==> src/rtl/hazard_ctrl.sv <==
// Hazard controller for the 5-stage F/D/E/M/W core: E-stage forwarding selects, stalls, flushes and event counters.
// Build macro HAZARD_FORWARDING_EN enables forwarding; without it every RAW dependence on E or M stalls D.
module hazard_ctrl #(
    parameter int CNT_W = 16
) (
    input  logic             clk,
    input  logic             rst,
    input  logic             id_valid,
    input  logic [4:0]       id_rs1,
    input  logic [4:0]       id_rs2,
    input  logic [4:0]       id_rd,
    input  logic             id_regWrite,
    input  logic             id_ResultSrc,
    input  logic             ex_branch_taken,
    output logic [1:0]       ForwardA,
    output logic [1:0]       ForwardB,
    output logic             StallF,
    output logic             StallD,
    output logic             FlushD,
    output logic             FlushE,
    output logic [CNT_W-1:0] stall_cnt,
    output logic [CNT_W-1:0] flush_cnt
);

    logic [4:0] e_rs1, e_rs2, e_rd, m_rd, w_rd;
    logic       e_rw, e_ld, m_rw, w_rw;
    logic [CNT_W-1:0] stall_q, flush_q;

    logic [1:0] fwd_a, fwd_b;
    logic       hazard;
    logic       stall_d, flush_d, flush_e;

`ifdef HAZARD_FORWARDING_EN
    always_comb begin
        fwd_a = 2'b00;
        fwd_b = 2'b00;
        if (m_rw && m_rd != 5'd0 && m_rd == e_rs1)      fwd_a = 2'b10;
        else if (w_rw && w_rd != 5'd0 && w_rd == e_rs1) fwd_a = 2'b01;
        if (m_rw && m_rd != 5'd0 && m_rd == e_rs2)      fwd_b = 2'b10;
        else if (w_rw && w_rd != 5'd0 && w_rd == e_rs2) fwd_b = 2'b01;
    end

    // Only a load in E is too late to forward; ALU results reach E from M/W.
    assign hazard = id_valid & e_ld & e_rw & (e_rd != 5'd0) &
                    ((e_rd == id_rs1) | (e_rd == id_rs2));
`else
    assign fwd_a = 2'b00;
    assign fwd_b = 2'b00;

    // Without forwarding, D waits until the producer has reached W (write-first regfile).
    assign hazard = id_valid &
                    ((e_rw & (e_rd != 5'd0) & ((e_rd == id_rs1) | (e_rd == id_rs2))) |
                     (m_rw & (m_rd != 5'd0) & ((m_rd == id_rs1) | (m_rd == id_rs2))));

    logic unused_slots;
    assign unused_slots = ^{e_rs1, e_rs2, e_ld, w_rd, w_rw};
`endif

    // A taken branch discards the stalled D instruction, so it overrides the stall.
    always_comb begin
        stall_d = 1'b0;
        flush_d = 1'b0;
        flush_e = 1'b0;
        if (!rst) begin
            stall_d = hazard & ~ex_branch_taken;
            flush_d = ex_branch_taken;
            flush_e = hazard | ex_branch_taken;
        end
    end

    always_comb begin
        ForwardA  = rst ? 2'b00 : fwd_a;
        ForwardB  = rst ? 2'b00 : fwd_b;
        StallF    = stall_d;
        StallD    = stall_d;
        FlushD    = flush_d;
        FlushE    = flush_e;
        stall_cnt = rst ? '0 : stall_q;
        flush_cnt = rst ? '0 : flush_q;
    end

    always_ff @(posedge clk) begin
        if (rst) begin
            e_rs1   <= 5'd0;
            e_rs2   <= 5'd0;
            e_rd    <= 5'd0;
            e_rw    <= 1'b0;
            e_ld    <= 1'b0;
            m_rd    <= 5'd0;
            m_rw    <= 1'b0;
            w_rd    <= 5'd0;
            w_rw    <= 1'b0;
            stall_q <= '0;
            flush_q <= '0;
        end else begin
            if (flush_e || !id_valid) begin
                e_rs1 <= 5'd0;
                e_rs2 <= 5'd0;
                e_rd  <= 5'd0;
                e_rw  <= 1'b0;
                e_ld  <= 1'b0;
            end else begin
                e_rs1 <= id_rs1;
                e_rs2 <= id_rs2;
                e_rd  <= id_rd;
                e_rw  <= id_regWrite;
                e_ld  <= id_ResultSrc;
            end
            m_rd <= e_rd;
            m_rw <= e_rw;
            w_rd <= m_rd;
            w_rw <= m_rw;
            if (stall_d && stall_q != {CNT_W{1'b1}}) stall_q <= stall_q + CNT_W'(1);
            if (flush_d && flush_q != {CNT_W{1'b1}}) flush_q <= flush_q + CNT_W'(1);
        end
    end

endmodule

==> config.mk <==
export PLATFORM = sky130hd
export DESIGN_NAME = hazard_ctrl
export DESIGN_NICKNAME = d
export VERILOG_FILES = /design/src/rtl/hazard_ctrl.sv
export SDC_FILE = /design/constraint.sdc
export NUM_CORES = 1
export LEC_CHECK = 0
export BUFFER_PORTS_ARGS = -buffer_cell sky130_fd_sc_hd__buf_4
export CORE_MARGIN = 8
export CORE_UTILIZATION = 48
export CTS_CLUSTER_DIAMETER = 60
export CTS_CLUSTER_SIZE = 10
export DETAILED_ROUTE_END_ITERATION = 8
export PLACE_DENSITY = 0.76
export SLEW_MARGIN = 20
export SYNTH_ARGS = -nofsm -noshare
export SYNTH_HDL_FRONTEND = slang
export SYNTH_SLANG_ARGS = --single-unit
==> constraint.sdc <==
create_clock -name clk -period 2 [get_ports clk]
set_input_delay 0.4 -clock clk [delete_from_list [all_inputs] [get_ports clk]]
set_output_delay 0.4 -clock clk [all_outputs]
set_load 0.01 [all_outputs]
## Word level (Yosys, flattened, before mapping)

Index checks and enable logic that the tools add are counted.

- Input port bits: 21
- Logic and storage cells: 37
- Output and inout bits: 40
- Bits in registers: 44

- Reductions and logical operators: 7
- Equality and inequality tests: 6
- Mux-type cells: 5
- Add/subtract/negate cells: 2
- Bitwise operators: 11

Operator list:

| cell | number |
|---|---|
| $add 16x1->16 const B | 2 |
| $mux 16 | 2 |
| $ne 16x16->1 const B | 2 |
| $eq 5x5->1 | 4 |
| $reduce_bool 5->1 | 2 |
| $and 1x1->1 | 6 |
| $or 1x1->1 | 4 |
| $mux 1 | 3 |
| $logic_and 1x1->1 | 2 |
| $reduce_or 2->1 | 1 |
| $logic_not 1->1 | 1 |
| $logic_or 1x1->1 | 1 |
| $not 1->1 | 1 |

## Depth between registers and ports, before layout

- Word-level depth: 9
- Depth in mapped cells: 7
- Gate-level depth less buffers: 7

## Worst setup path after synthesis

No wires, ideal clock.

- Path type: flip-flop to output port
- Start point: register m_rd[1]
- End point: output port StallF
- Setup slack: 20 ps
- Buffers on the path: 1
- Required time: 1600 ps
- Stages on the path, launching flop included: 7
- Arrival time: 1580 ps
- Cell sequence: dfxtp_1 or4_4 o21ai_2 nor2_1 a22oi_4 inv_2 buf_4

- Cells in the longest elaborated chain, start to end: 7
- Elaborated cells between the ends (all ways): 10
- Those cells by class: 2 x eq/ne; 1 x mux; 6 x bitwise; 1 x reduce/logical

RTL lines:

| element | RTL line | RTL |
|---|---|---|
| start, declared | 25 | `logic [4:0] e_rs1, e_rs2, e_rd, m_rd, w_rd;` |
| start signal, assigned | 109 | `m_rd <= e_rd;` |
| $eq 5x5->1 or $reduce_bool 5->1 (tied branches) | 53 | `(m_rw & (m_rd != 5'd0) & ((m_rd == id_rs1) \| (m_rd == id_rs2))));` |
| $or 1x1->1 or $and 1x1->1 (tied branches) | 53 |  |
| $and 1x1->1 * | 53 |  |
| $or 1x1->1 * | 52 | `((e_rw & (e_rd != 5'd0) & ((e_rd == id_rs1) \| (e_rd == id_rs2))) \|` |
| $and 1x1->1 * | 51 | `assign hazard = id_valid &` |
| $and 1x1->1 * | 65 | `stall_d = hazard & ~ex_branch_taken;` |
| $mux 1 * | 64 | `if (!rst) begin` |
| end, declared | 17 | `output logic StallF,` |

Mark *: on every way between the ends. The rest lies on a longest branch, timed or not.

## Worst setup path after layout

- Start point: register m_rd[1]
- End point: output port FlushE

- Cells in the longest elaborated chain, start to end: 7
- Elaborated cells between the ends (all ways): 10
- Those cells by class: 2 x eq/ne; 1 x mux; 6 x bitwise; 1 x reduce/logical

RTL lines:

| element | RTL line | RTL |
|---|---|---|
| $eq 5x5->1 or $reduce_bool 5->1 (tied branches) | 53 |  |
| $or 1x1->1 or $and 1x1->1 (tied branches) | 53 |  |
| $and 1x1->1 * | 53 |  |
| $or 1x1->1 * | 52 |  |
| $and 1x1->1 * | 51 |  |
| $or 1x1->1 * | 67 | `flush_e = hazard \| ex_branch_taken;` |
| $mux 1 * | 64 |  |
| end, declared | 20 | `output logic FlushE,` |

Marked as above.

==> results.sh <==
export IMPL_areaGrowthSynthToFinish_pct=38.6
export IMPL_fp_dieArea_mm2=0.00771
export IMPL_ys_flop_type="dfxtp_1"
export IMPL_cts_tree="done"
export IMPL_multi_input_area_mm2=0.00163
export IMPL_clk_path_buf_depth=2
export IMPL_clk_pin_slew_ns=0.08
export IMPL_final_cells=431
export IMPL_drtIter0Drc=104
export IMPL_start_util_pct=49.1
export IMPL_wire_per_inst_um=14.3
export IMPL_cts_root_buf="clkbuf_8"
export IMPL_hold_path_class="input pin to flop"
export IMPL_grt_pass1_vias=2189
export IMPL_met1_usage_pct=18.6
export IMPL_min_from="id_rd[1]"
export IMPL_start_kind="flop"
export IMPL_busiest_layer="met2"
export IMPL_violations="negative setup slack"
export IMPL_use_met2_pct=27.4
export IMPL_regArea_um2=887
export IMPL_fill_cells=412
export IMPL_holdPathStages=2
export IMPL_holdPathEnd="e_rd[1]$_SDFF_PP0_"
export IMPL_worst_clock_skew_ns=0.00360
export IMPL_cts_sinks=44
export IMPL_synth_adder_area_share_pct=1.01
export IMPL_io_buffers=55
export IMPL_cp_required_ns=1.60
export IMPL_power_density_mw_per_mm2=521
export IMPL_routed_wl_um=6160
export IMPL_die_y_um=87.8
export IMPL_setup_violations=13
export IMPL_grtUsageMet3_pct=4.41
export IMPL_critical_path_top_delay_family="compound AO/OA/AOI/OAI gates"
export IMPL_synth_xor_area_share_pct=11.0
export IMPL_netlist_area_leader_share_pct=35.6
export IMPL_fin_crit_sh_pct=117
export IMPL_hold_viol=0
export IMPL_finish_utilization_pct=68.0
export IMPL_numCtsBuffers=5
export IMPL_ant_nets=0
export IMPL_drc=0
export IMPL_status="finished with violations"
export IMPL_grt_pass1_wl_um=9890
export IMPL_vias=2248
export IMPL_fin_total_pwr_mw=1.79
export IMPL_antenna_found_initial=0
export IMPL_ys_async_sr_fraction_pct=0
export IMPL_syn_area_mm2=0.00247
export IMPL_drive_gt1_share_pct=39.1
export IMPL_synth_top_family_by_area="simple AND/OR/NAND/NOR gates"
export IMPL_crit_path_top_delay_cell="or4_4"
export IMPL_synth_edf_count=0
export IMPL_seq_area_frac_synth_pct=35.6
export IMPL_grt_overflow_total=0
export IMPL_slew_violations=0
export IMPL_fmax_ghz=0.429
export IMPL_rsz0062_at_grt="yes"
export IMPL_stdcell_area_mm2=0.00343
export IMPL_synthSimpleGateAreaFrac_pct=32.5
export IMPL_placed_cells=416
export IMPL_muxShareOfSynthArea_pct=7.23
export IMPL_critical_path_class="flop to output port"
export IMPL_setup_ws_ns=-0.330
export IMPL_viasPerCell=5.22
export IMPL_synth_distinct_cells=44
export IMPL_period_needed_ns=2.33
export IMPL_end_kind="output port"
export IMPL_crit_fanout=2
export IMPL_timing_critical_path_buf_inv=1
export IMPL_synth_compound_area_share_pct=6.77
export IMPL_antenna_cells=0
export IMPL_dp_hpwl_um=4320
export IMPL_placed_area_mm2=0.00302
export IMPL_clock_latency_ns=0.29
export IMPL_ys_warn_count=0
export IMPL_fin_nets=383
export IMPL_die_width_um=87.8
export IMPL_grt_start_max_net_pins=35
export IMPL_cts_max_level=2
export IMPL_rr_startpoint="m_rd[4]$_SDFF_PP0_"
export IMPL_row_count=26
export IMPL_regToRegSetupSlack_ns=-0.24
export IMPL_rr_endpoint="stall_q[5]$_SDFFE_PP0P_"
export IMPL_crit_chain="or4_4 -> o21a_1 -> a32o_2 -> a31o_4 -> buf_6"
export IMPL_ir_drop_uv=393
export IMPL_gp_congestion=0.841
export IMPL_hold_slack_ns=0.308
export IMPL_pin_count=61
export IMPL_synth_cells=287
export IMPL_first_pass_iters=4
export IMPL_synth_top_area_cell="dfxtp_1"
export IMPL_maxCapViolCount=0
export IMPL_reg2reg_depth=8
export IMPL_coreArea_mm2=0.00504
export IMPL_slowest_delay_ns=0.54
export IMPL_globalRouteTotalUtil_pct=15.7
export IMPL_syn_area_per_cell_um2=8.62
export IMPL_p_leak_nw=1.39
export IMPL_arrival_ns=1.93
export IMPL_synthTopCellsByArea="dfxtp_1 (36%), nor2b_1 (8.1%), xnor2_1 (7.8%), nor2_1 (4.9%), mux2_2 (4.6%)"
export IMPL_synth_ff_latch_count=44
## flip-flops by register name, indices dropped and copies added, names as in the netlist
name,flops
m_rd,5
e_rw,1
m_rw,1
stall_q,16
e_rd,5
flush_q,16
## worst max path at each step
stage,startpoint,to,slack [ns],cells past startpoint
5_1_grt,m_rd[1]$_SDFF_PP0_,FlushE,-0.37,5
2_1_floorplan,m_rd[1]$_SDFF_PP0_,StallF,0.02,6
3_3_place_gp,id_rs2[0],stall_q[5]$_SDFFE_PP0P_,-0.10,7
3_5_place_dp,id_rs2[4],stall_q[5]$_SDFFE_PP0P_,-0.15,7
6_report,m_rd[1]$_SDFF_PP0_,FlushE,-0.33,5
4_1_cts,m_rd[3]$_SDFF_PP0_,FlushE,-0.35,5
## layout by cell type, fill, tap and decap left out, types with 3 or more instances in the layout
master    count
nor3_4        5
nor2b_1      32
nand4_1      11
buf_6        11
inv_1        12
and2_1       11
a21oi_1       3
conb_1        4
mux2_4        6
nand3_2       3
nor3_2        3
mux2_2        8
xnor2_2       3
nor2_1       30
o21ai_0       3
nand3_1      14
xor2_1        9
clkbuf_8      7
buf_4        66
and3_1        4
dfxtp_1      39
xnor2_1      19
dfxtp_2       5
nand2_1      15
## cell type report
| type | count | area share [%] |
|---|---|---|
| clock buffer | 7 | 2.81 |
| clock inverter | 1 | 0.876 |
| inverter | 13 | 1.57 |
| multi-input combinational | 217 | 47.4 |
| sequential | 44 | 25.9 |
| tap | 70 | 2.55 |
| timing repair buffer | 79 | 18.9 |
## cells in the mapped netlist (all sizes together) (2+ instances only)
library cell and n:
a21oi 5, and2 11, and3 4, and4 2, buf 10, clkbuf 6
dfxtp 44, ha 2, inv 13, mux2 14, nand2 15, nand3 17
nand4 11, nand4b 2, nor2 32, nor2b 32, nor3 9, nor3b 2
nor4 3, o21ai 5, o22ai 2, or3 2, or4 3, xnor2 22
xor2 9
## power breakdown
group	internal, mW	switching (mW)	leakage (nW)
clock	0.441	0.291	0.0645
sequential	0.885	0.00977	0.358
combinational	0.0809	0.0815	0.968
total	1.41	0.382	1.39
## per-layer routing
| metal | routed length [µm] | vias up |
|---|---|---|
| li1 | - | 1114 |
| met3 | 340 | 6 |
| met5 | 0 | - |
| met4 | 46 | 0 |
| met2 | 3200 | 50 |
| met1 | 2570 | 1078 |
## through the flow
step,setup slack [ns],setup TNS (ns)
floorplan,0.0201,0
global placement,-0.104,-0.368
detailed placement,-0.149,-0.861
CTS,-0.355,-1.15
global route,-0.374,-3.21
finish,-0.330,-1.71
## timing repair
item                       in CTS  in global routing
gates resized for setup        21                 39
pin swaps                      10                 10
setup endpoints to repair       8                 19
hold buffers                    0                  0
buffers inserted                3                  8
## logic make-up after synthesis
| logic type | count (synthesis) |
|---|---|
| AOI/OAI and AO/OA | 20 |
| and+or+nand+nor | 145 |
| other | 1 |
| DFF | 44 |
| adders and majority gates | 2 |
| buffers and inverters | 29 |
| xor gates and xnor gates | 31 |
| muxes | 15 |
## worst register-to-register path: stages, from the launching register on
cell and delay [ns]:
dfxtp_1 0.39, xnor2_1 0.16, nand3_1 0.11, o22ai_2 0.26
a22oi_4 0.12, buf_6 0.13, buf_6 0.11, or4_4 0.53
mux2_4 0.31
(Power assumes the default switching activity.)
